===== src/rtl/bin2dec_tx_pkg.sv =====
// Shared state encoding and ASCII constants for the binary-to-decimal UART printer.
// Purely declarative; no logic, no latency, no flow control.
// Imported by bin2dec_tx.
package bin2dec_tx_pkg;

    typedef enum logic [2:0] {
        S_IDLE,
        S_CONV,
        S_SIGN,
        S_DIGIT,
        S_CR,
        S_LF
    } state_t;

    localparam logic [7:0] ASCII_ZERO  = 8'h30;
    localparam logic [7:0] ASCII_MINUS = 8'h2D;
    localparam logic [7:0] ASCII_CR    = 8'h0D;
    localparam logic [7:0] ASCII_LF    = 8'h0A;

endpackage


===== src/rtl/bin2dec_tx_dd_step.sv =====
// One double-dabble step: add 3 to every BCD digit >= 5, then shift left by one bit.
// Combinational, zero latency.
// No flow control; the caller decides when to register the result.
module dd_step #(
    parameter int DIG = 10
) (
    input  logic [4*DIG-1:0] bcd_in,
    input  logic             shift_in,
    output logic [4*DIG-1:0] bcd_out
);

    logic [4*DIG-1:0] adj;

    always_comb begin
        adj = '0;
        for (int i = 0; i < DIG; i++) begin
            if (bcd_in[4*i +: 4] >= 4'd5)
                adj[4*i +: 4] = bcd_in[4*i +: 4] + 4'd3;
            else
                adj[4*i +: 4] = bcd_in[4*i +: 4];
        end
    end

    assign bcd_out = {adj[4*DIG-2:0], shift_in};

endmodule


===== src/rtl/bin2dec_tx.sv =====
// Prints a W-bit result as ASCII decimal (optional '-', optional CR LF) to a UART TX.
// First byte is valid W+1 cycles after done; one byte per accepted handshake after that.
// Holds tx_data/tx_valid until tx_ready; done arriving while busy is dropped and flagged on ovr.
module bin2dec_tx
    import bin2dec_tx_pkg::*;
#(
    parameter int W       = 32,
    parameter int DIG     = 10,
    parameter int TERM_EN = 1
) (
    input  logic         clk,
    input  logic         rst,
    input  logic [W-1:0] result,
    input  logic         done,
    input  logic         sgn,
    output logic [7:0]   tx_data,
    output logic         tx_valid,
    input  logic         tx_ready,
    output logic         busy,
    output logic         ovr
);

    localparam int IW = (DIG > 1) ? $clog2(DIG) : 1;
    localparam int CW = $clog2(W + 1);

    state_t              state_q, state_d;
    logic [W-1:0]        shreg_q;
    logic [DIG-1:0][3:0] bcd_q;
    logic [4*DIG-1:0]    bcd_step;
    logic [CW-1:0]       cnt_q;
    logic [IW-1:0]       idx_q;
    logic [IW-1:0]       top_idx;
    logic                neg_q;
    logic                ovr_q;
    logic                is_neg;

    dd_step #(.DIG(DIG)) u_dd_step (
        .bcd_in   (bcd_q),
        .shift_in (shreg_q[W-1]),
        .bcd_out  (bcd_step)
    );

    assign is_neg = sgn && result[W-1];
    assign busy   = (state_q != S_IDLE);
    assign ovr    = ovr_q;

    // Most significant nonzero digit; a zero value still prints digit 0.
    always_comb begin
        top_idx = '0;
        for (int i = 0; i < DIG; i++) begin
            if (bcd_q[i] != 4'd0)
                top_idx = IW'(i);
        end
    end

    always_comb begin
        state_d  = state_q;
        tx_valid = 1'b0;
        tx_data  = 8'h00;
        case (state_q)
            S_IDLE: begin
                if (done)
                    state_d = S_CONV;
            end
            S_CONV: begin
                if (cnt_q == '0)
                    state_d = neg_q ? S_SIGN : S_DIGIT;
            end
            S_SIGN: begin
                tx_valid = 1'b1;
                tx_data  = ASCII_MINUS;
                if (tx_ready)
                    state_d = S_DIGIT;
            end
            S_DIGIT: begin
                tx_valid = 1'b1;
                tx_data  = ASCII_ZERO + {4'h0, bcd_q[idx_q]};
                if (tx_ready && idx_q == '0)
                    state_d = (TERM_EN != 0) ? S_CR : S_IDLE;
            end
            S_CR: begin
                tx_valid = 1'b1;
                tx_data  = ASCII_CR;
                if (tx_ready)
                    state_d = S_LF;
            end
            S_LF: begin
                tx_valid = 1'b1;
                tx_data  = ASCII_LF;
                if (tx_ready)
                    state_d = S_IDLE;
            end
            default: state_d = S_IDLE;
        endcase
    end

    always_ff @(posedge clk) begin
        if (rst)
            state_q <= S_IDLE;
        else
            state_q <= state_d;
    end

    always_ff @(posedge clk) begin
        if (rst) begin
            shreg_q <= '0;
            bcd_q   <= '0;
            cnt_q   <= '0;
            idx_q   <= '0;
            neg_q   <= 1'b0;
            ovr_q   <= 1'b0;
        end else begin
            ovr_q <= done && busy;
            case (state_q)
                S_IDLE: begin
                    if (done) begin
                        // Two's-complement negate; -2^(W-1) maps onto itself, which is the right magnitude.
                        shreg_q <= is_neg ? -result : result;
                        neg_q   <= is_neg;
                        bcd_q   <= '0;
                        cnt_q   <= CW'(W);
                    end
                end
                S_CONV: begin
                    if (cnt_q != '0) begin
                        bcd_q   <= bcd_step;
                        shreg_q <= shreg_q << 1;
                        cnt_q   <= cnt_q - 1'b1;
                    end else begin
                        idx_q   <= top_idx;
                    end
                end
                S_DIGIT: begin
                    if (tx_ready && idx_q != '0)
                        idx_q <= idx_q - 1'b1;
                end
                default: ;
            endcase
        end
    end

endmodule


===== config.mk =====
export PLATFORM = sky130hd
export DESIGN_NAME = bin2dec_tx
export DESIGN_NICKNAME = d
export VERILOG_FILES = /design/src/rtl/bin2dec_tx_pkg.sv /design/src/rtl/bin2dec_tx_dd_step.sv /design/src/rtl/bin2dec_tx.sv
export SDC_FILE = /design/constraint.sdc
export NUM_CORES = 1
export LEC_CHECK = 0
export ABC_CLOCK_PERIOD_IN_PS = 2400
export CAP_MARGIN = 30
export CORE_MARGIN = 2
export CORE_UTILIZATION = 26
export CTS_BUF_LIST = sky130_fd_sc_hd__clkbuf_2
export CTS_CLUSTER_DIAMETER = 40
export CTS_CLUSTER_SIZE = 12
export DETAILED_ROUTE_END_ITERATION = 8
export REMOVE_ABC_BUFFERS = 1
export SYNTH_ARGS = -nofsm -noshare
export SYNTH_HDL_FRONTEND = slang
export SYNTH_SLANG_ARGS = --single-unit

===== constraint.sdc =====
create_clock -name clk -period 2.4 [get_ports clk]
set_input_delay 0.36 -clock clk [delete_from_list [all_inputs] [get_ports clk]]
set_output_delay 0.36 -clock clk [all_outputs]
set_load 0.02 [all_outputs]

---- Word-level counts from Yosys, hierarchy flattened ----
Cells that the tools add are included.
word-level totals
  memories kept ........................... 0
  latch bits .............................. 0
  RAM bits ................................ 0
  register bits after elaboration ......... 87
  bits in read-only memories .............. 0
operators by class
  $mul .................................... 0
  shift-type cells ........................ 0
  reductions and logical operators ........ 26
  bitwise logic cells ..................... 0
  muxes and demuxes ....................... 44
  add/subtract/negate cells ............... 14
  magnitude comparators ................... 11
  divide/modulo/power cells ............... 0
  equality and inequality tests ........... 14
operator list
  operator             number
  $mux 32              3
  $mux 40              2
  $pmux 40 s2          1
  $mux 4               19
  $pmux 32 s2          1
  $ge 4x3->1 const B   10
  $reduce_bool 4->1    10
  $add 4x2->4 const B  9
  $neg 32->32          1
  $pmux 7 s4           1
  $mux 3               7
  $ne 2x2->1 const B   9
  $pmux 3 s6           1
  $bmux 4 s4           1
  $mux 6               2
  $pmux 6 s2           1
  $pmux 4 s2           1
  $add 6x4->7 const A  1
  $eq 3x2->1 const B   2
  $eq 3x3->1 const B   2
  $logic_not 6->1      1
  $reduce_and 3->1     2
  $reduce_and 6->1     1
  $reduce_bool 6->1    1
  other kinds (14)     20

---- Longest topological paths before layout ----
Gate-level depths: netlist (run 1).
  depth in word-level cells ............... 12
  gate-level depth with buffers ........... 10

---- Hierarchy ----
Synthesis (run 1) repeated with hierarchy kept, for this count alone.
unflattened totals
  cells, all modules ...................... 804
  area total of the unflattened synthesis .. 6020.8 sq um
by module, submodules not included
  module      cells an instance  instances  area each (sq um)
  bin2dec_tx  647                1          5019.8
  dd_step     157                1          1001.0

---- Least setup slack after synthesis (run 1) ----
OpenSTA, ideal clock, no wires.
  kind .................................... register to register
  from .................................... register idx_q[0]
  to ...................................... register idx_q[1]
  slack ................................... 0.346 ns
  clock period less this slack ............ 2.054 ns
  required time ........................... 2.314 ns
  arrival time ............................ 1.968 ns
  cell stages (with the launch flop) ...... 10
  library setup time ...................... 0.086 ns
  path buffers ............................ 2
  cells stage by stage .................... dfxtp_1 > buf_2 > buf_2 > inv_1 > ha_1 > or3b_1 > and3_1 > o21ai_1 > nor3_1 > a211oi_1
between the ends
  word-level cells in the longest chain between the ends .. 4
  elaborated cells between the ends (all ways) .. 7
  classes of those cells .................. add/sub: 1; eq/ne: 1; mux: 2; reduce/logical: 3
RTL lines
  what                                                 RTL line           RTL
  start, declared                                      bin2dec_tx.sv:31   logic [IW-1:0] idx_q;
  start signal, assigned                               bin2dec_tx.sv:130  idx_q <= top_idx;
  start signal, assigned                               bin2dec_tx.sv:135  idx_q <= idx_q - 1'b1;
  branches (longest 4 deep; another with $sub 4x1->4)  -
Parallel ways; which one is timed is not known. The select of a mux whose other input is x is not followed.
A chain may end at the register's enable or synchronous reset.

---- Worst setup path after layout (run 1) ----
  from .................................... register idx_q[0]
  to ...................................... output port tx_data[3]
between the ends
  word-level cells in the longest chain between the ends .. 4
RTL lines
  what                          RTL line          RTL
  $bmux 4 s4                    bin2dec_tx.sv:77  tx_data = ASCII_ZERO + {4'h0, bcd_q[idx_q]};
  $mux 4 (implied by the code)  bin2dec_tx.sv:77
  $add 6x4->7                   bin2dec_tx.sv:77
  $pmux 7 s4                    bin2dec_tx.sv:60  case (state_q)
  end, declared                 bin2dec_tx.sv:16  output logic [7:0] tx_data,
No other way between the ends. The select of a mux whose other input is x is not followed.

==> results of run 1 <==
==> layer usage <==
layer / part of all wire (%) / up-vias / GRT usage (%)
met5: 0 / - / 0
met4: 1.7 / 0 / 5.70
met3: 3.9 / 18 / 1.83
met2: 47 / 134 / 24.2
met1: 47 / 2766 / 19.2
li1: - / 2866 / -
==> logic make-up after synthesis <==
group                      synth area share (%)
AOI/OAI and AO/OA                          24.7
xor gates and xnor gates                   4.80
adders and majority gates                  5.36
buffers and inverters                      6.07
DFF                                        29.8
muxes                                      6.19
other                                    0.0642
and+or+nand+nor                            23.0
==> flip-flops by register name (all words and copies together) (netlist names) <==
signal / count
ovr: 1
shreg_q: 32
bcd_q: 40
cnt_q: 6
state_q: 3
neg_q: 1
idx_q: 4
==> power by group through the flow <==
stage	Clock, mW	Combinational [mW]	Sequential (mW)
floorplan	0	1.83	2.00
global placement	0	3.41	2.00
detailed placement	0	3.43	2.01
CTS	0.661	3.42	1.98
global route	0.711	3.79	2.02
finish	0.648	3.45	1.98
==> worst max-delay path by stage <==
stage | cells past startpoint | startpoint | slack (ns) | end
2_1_floorplan | 7 | cnt_q[0] | -0.91 | bcd_q[12]
3_3_place_gp | 7 | idx_q[0] | -0.06 | tx_data[1]
3_5_place_dp | 5 | idx_q[0] | -0.08 | tx_data[1]
4_1_cts | 7 | idx_q[0] | -0.19 | tx_data[3]
5_1_grt | 7 | idx_q[0] | -0.24 | tx_data[3]
6_report | 7 | idx_q[0] | -0.10 | tx_data[3]
==> layout by cell type, fill, tap and decap left out, types with 5 or more instances in the layout <==
cell,instances
mux2i_1,17
xor2_1,16
nor2b_1,5
a211oi_1,6
dfxtp_1,84
nand4_1,11
nand3_1,17
nor3_1,20
o21ai_1,5
o21ai_0,21
nor2_1,71
or3_1,17
nand2_1,39
o31ai_1,6
mux4_2,8
nand2b_1,17
clkbuf_2,10
nor4_1,5
a32oi_1,11
a31oi_1,9
ha_1,25
buf_4,86
nor3b_1,14
clkdlybuf4s50_1,37
o22ai_1,5
xnor2_1,16
a22oi_1,25
o41ai_1,5
inv_1,33
a21oi_1,61
o311ai_0,11
o211ai_1,13
==> critical path: cells and delay by family, from the launching register on <==
kind	cells	cell delay, ns
muxes	1	0.47
AOI/OAI and AO/OA	3	0.29
DFF	1	0.44
and+or+nand+nor	1	0.09
buffers and inverters	2	0.29
==> cell type report <==
cell class,count,share of cell area (%)
tap,280,4.84
antenna,1,0.0346
clock buffer,10,0.692
sequential,87,24.2
clock inverter,5,0.363
inverter,33,1.71
multi-input combinational,547,52.3
timing repair buffer,135,15.9
==> repair_timing <==
item | CTS | global route
resized for setup | 31 | 7
pin swaps | 5 | 2
buffers inserted | 2 | 1
cloned | 0 | 0
endpoints found under the setup margin | 7 | 6
==> reports/results.ini, run 1 <==
[worst_setup_path]
critPathLaunchType=register
cpMaxStageDelayCell=mux4_2
endpoint_kind=output pin
crit_path_max_fanout=6
cpPeakStageDelay_ns=0.47
cp_cell_sequence=buf_6 -> mux4_2 -> nand2b_1 -> a21oi_2 -> a21oi_2 -> a31oi_2 -> buf_4
r2r_end=idx_q[1]
rrSetupSlack_ns=0.20
crit_path_frequent_cell=a21oi_2
cp.arrival_ns=2.14
worst-endpoint-required_ns=2.04
reg2reg_depth=9
crit_type=register to output pin
worstReg2RegStart=idx_q[0]

[timing]
setup-tns-final_ns=-0.323
fin_hold_ws_ns=0.233
fmax_ghz=0.400
fin_skew_ns=0.0331
drv_slew=0
hold_violations=0
fin_crit_sh_pct=104
worst-slew-pin-transition_ns=0.741
setup_viol=4
period_needed_ns=2.50
timing.final.ws_setup_ns=-0.103
maxSlewHeadroom_pct=50.5
rsz0062_at_grt=true

[clocking]
hold_buffers=0
cts_tree=yes
cts_root_buf=clkbuf_2
cts_buffers=9
cts_sinks=87
clkTransAtPathRegs_ns=0.22
clockBufferDepth=2
clk_latency_ns=0.60
htreeDepth=3

[routing]
ant_nets=0
drt-total-wl_um=17200
first_pass_iters=5
vias=5784
drtIter0Drc=382
wire_per_inst_um=15.6
vias_per_cell=5.27
drcViolationCount=0

[global_routing]
grt_usage_pct=14.5
grt_max_degree=80
grt_pass1_vias=5384
overflow=0
grt_pass1_wl_um=27800
antenna_found_initial=1

[synth]
synthTopCellsByArea=dfxtp_1, a21oi_1, ha_1, nor2_1, a22oi_1
ys_ff_latch=87
yosys.area.top_type=dfxtp_1
ys.flop_type=dfxtp_1
syn_area_mm2=0.00584
synth_most_common_cell=dfxtp_1
synth_edf_count=0
postSynth.asyncResetShare_pct=0
synth_common_cells=dfxtp_1, nor2_1, a21oi_1
synth_top_area_share_pct=29.8
syn_area_per_cell_um2=8.12
yosysSeqAreaShare_pct=29.8
synth.distinct_cells=71
ys_warn_count=0
netlist_instances=719

[power_and_ir_drop]
p_sw_share_pct=46.1
power_density_mw_per_mm2=841
p_comb_share_pct=56.7
p_leak_nw=2.70
seq_power_share_pct=32.6
p_int_mw=3.28
peakVddDrop_mv=0.556
p_total_mw=6.08
p_switching_mw=2.80
p_clk_share_pct=10.6

[floorplanning]
core_area_mm2=0.0220
die_y_um=154
pin_count=48
fp-row-count=54
die-area_mm2=0.0237
start_util_pct=26.6
fp.dieW_um=154

[placed_design]
place_area_mm2=0.00711
post-place-ws_ns=-0.0753
port_buffers=45
gp_congestion=0.868
dp_cells=1079
dp_hpwl_um=12200

[final_layout]
final_cells=1098
synthToLayoutAreaGrowth_pct=23.9
final_area_mm2=0.00723
multiInputGateArea_mm2=0.00378
n_fill_cell=2261
utilization_pct=32.9
num-nets-final=875
seq_area_mm2=0.00175
drive_above_1_share_pct=17.7

[hold_path]
hold_class=input port to register
hold_depth=3
hp-start=rst
hold_end=shreg_q[0]

[run_status]
status=finished with violations
violations=negative setup slack

[run]
drv_cap=0

No activity file was read; power rests on OpenSTA's default activity.
==> run 2, diff against run 1 <==
--- a/config.mk
+++ b/config.mk
@@ -6,12 +6,11 @@
 export NUM_CORES = 1
 export LEC_CHECK = 0
 export ABC_CLOCK_PERIOD_IN_PS = 2400
-export CAP_MARGIN = 30
 export CORE_MARGIN = 2
 export CORE_UTILIZATION = 26
 export CTS_BUF_LIST = sky130_fd_sc_hd__clkbuf_2
 export CTS_CLUSTER_DIAMETER = 40
-export CTS_CLUSTER_SIZE = 12
+export CTS_CLUSTER_SIZE = 16
 export DETAILED_ROUTE_END_ITERATION = 8
 export REMOVE_ABC_BUFFERS = 1
 export SYNTH_ARGS = -nofsm -noshare
==> results of run 2 <==
No change in the layout: final DEF, timing and power equal those of run 1.
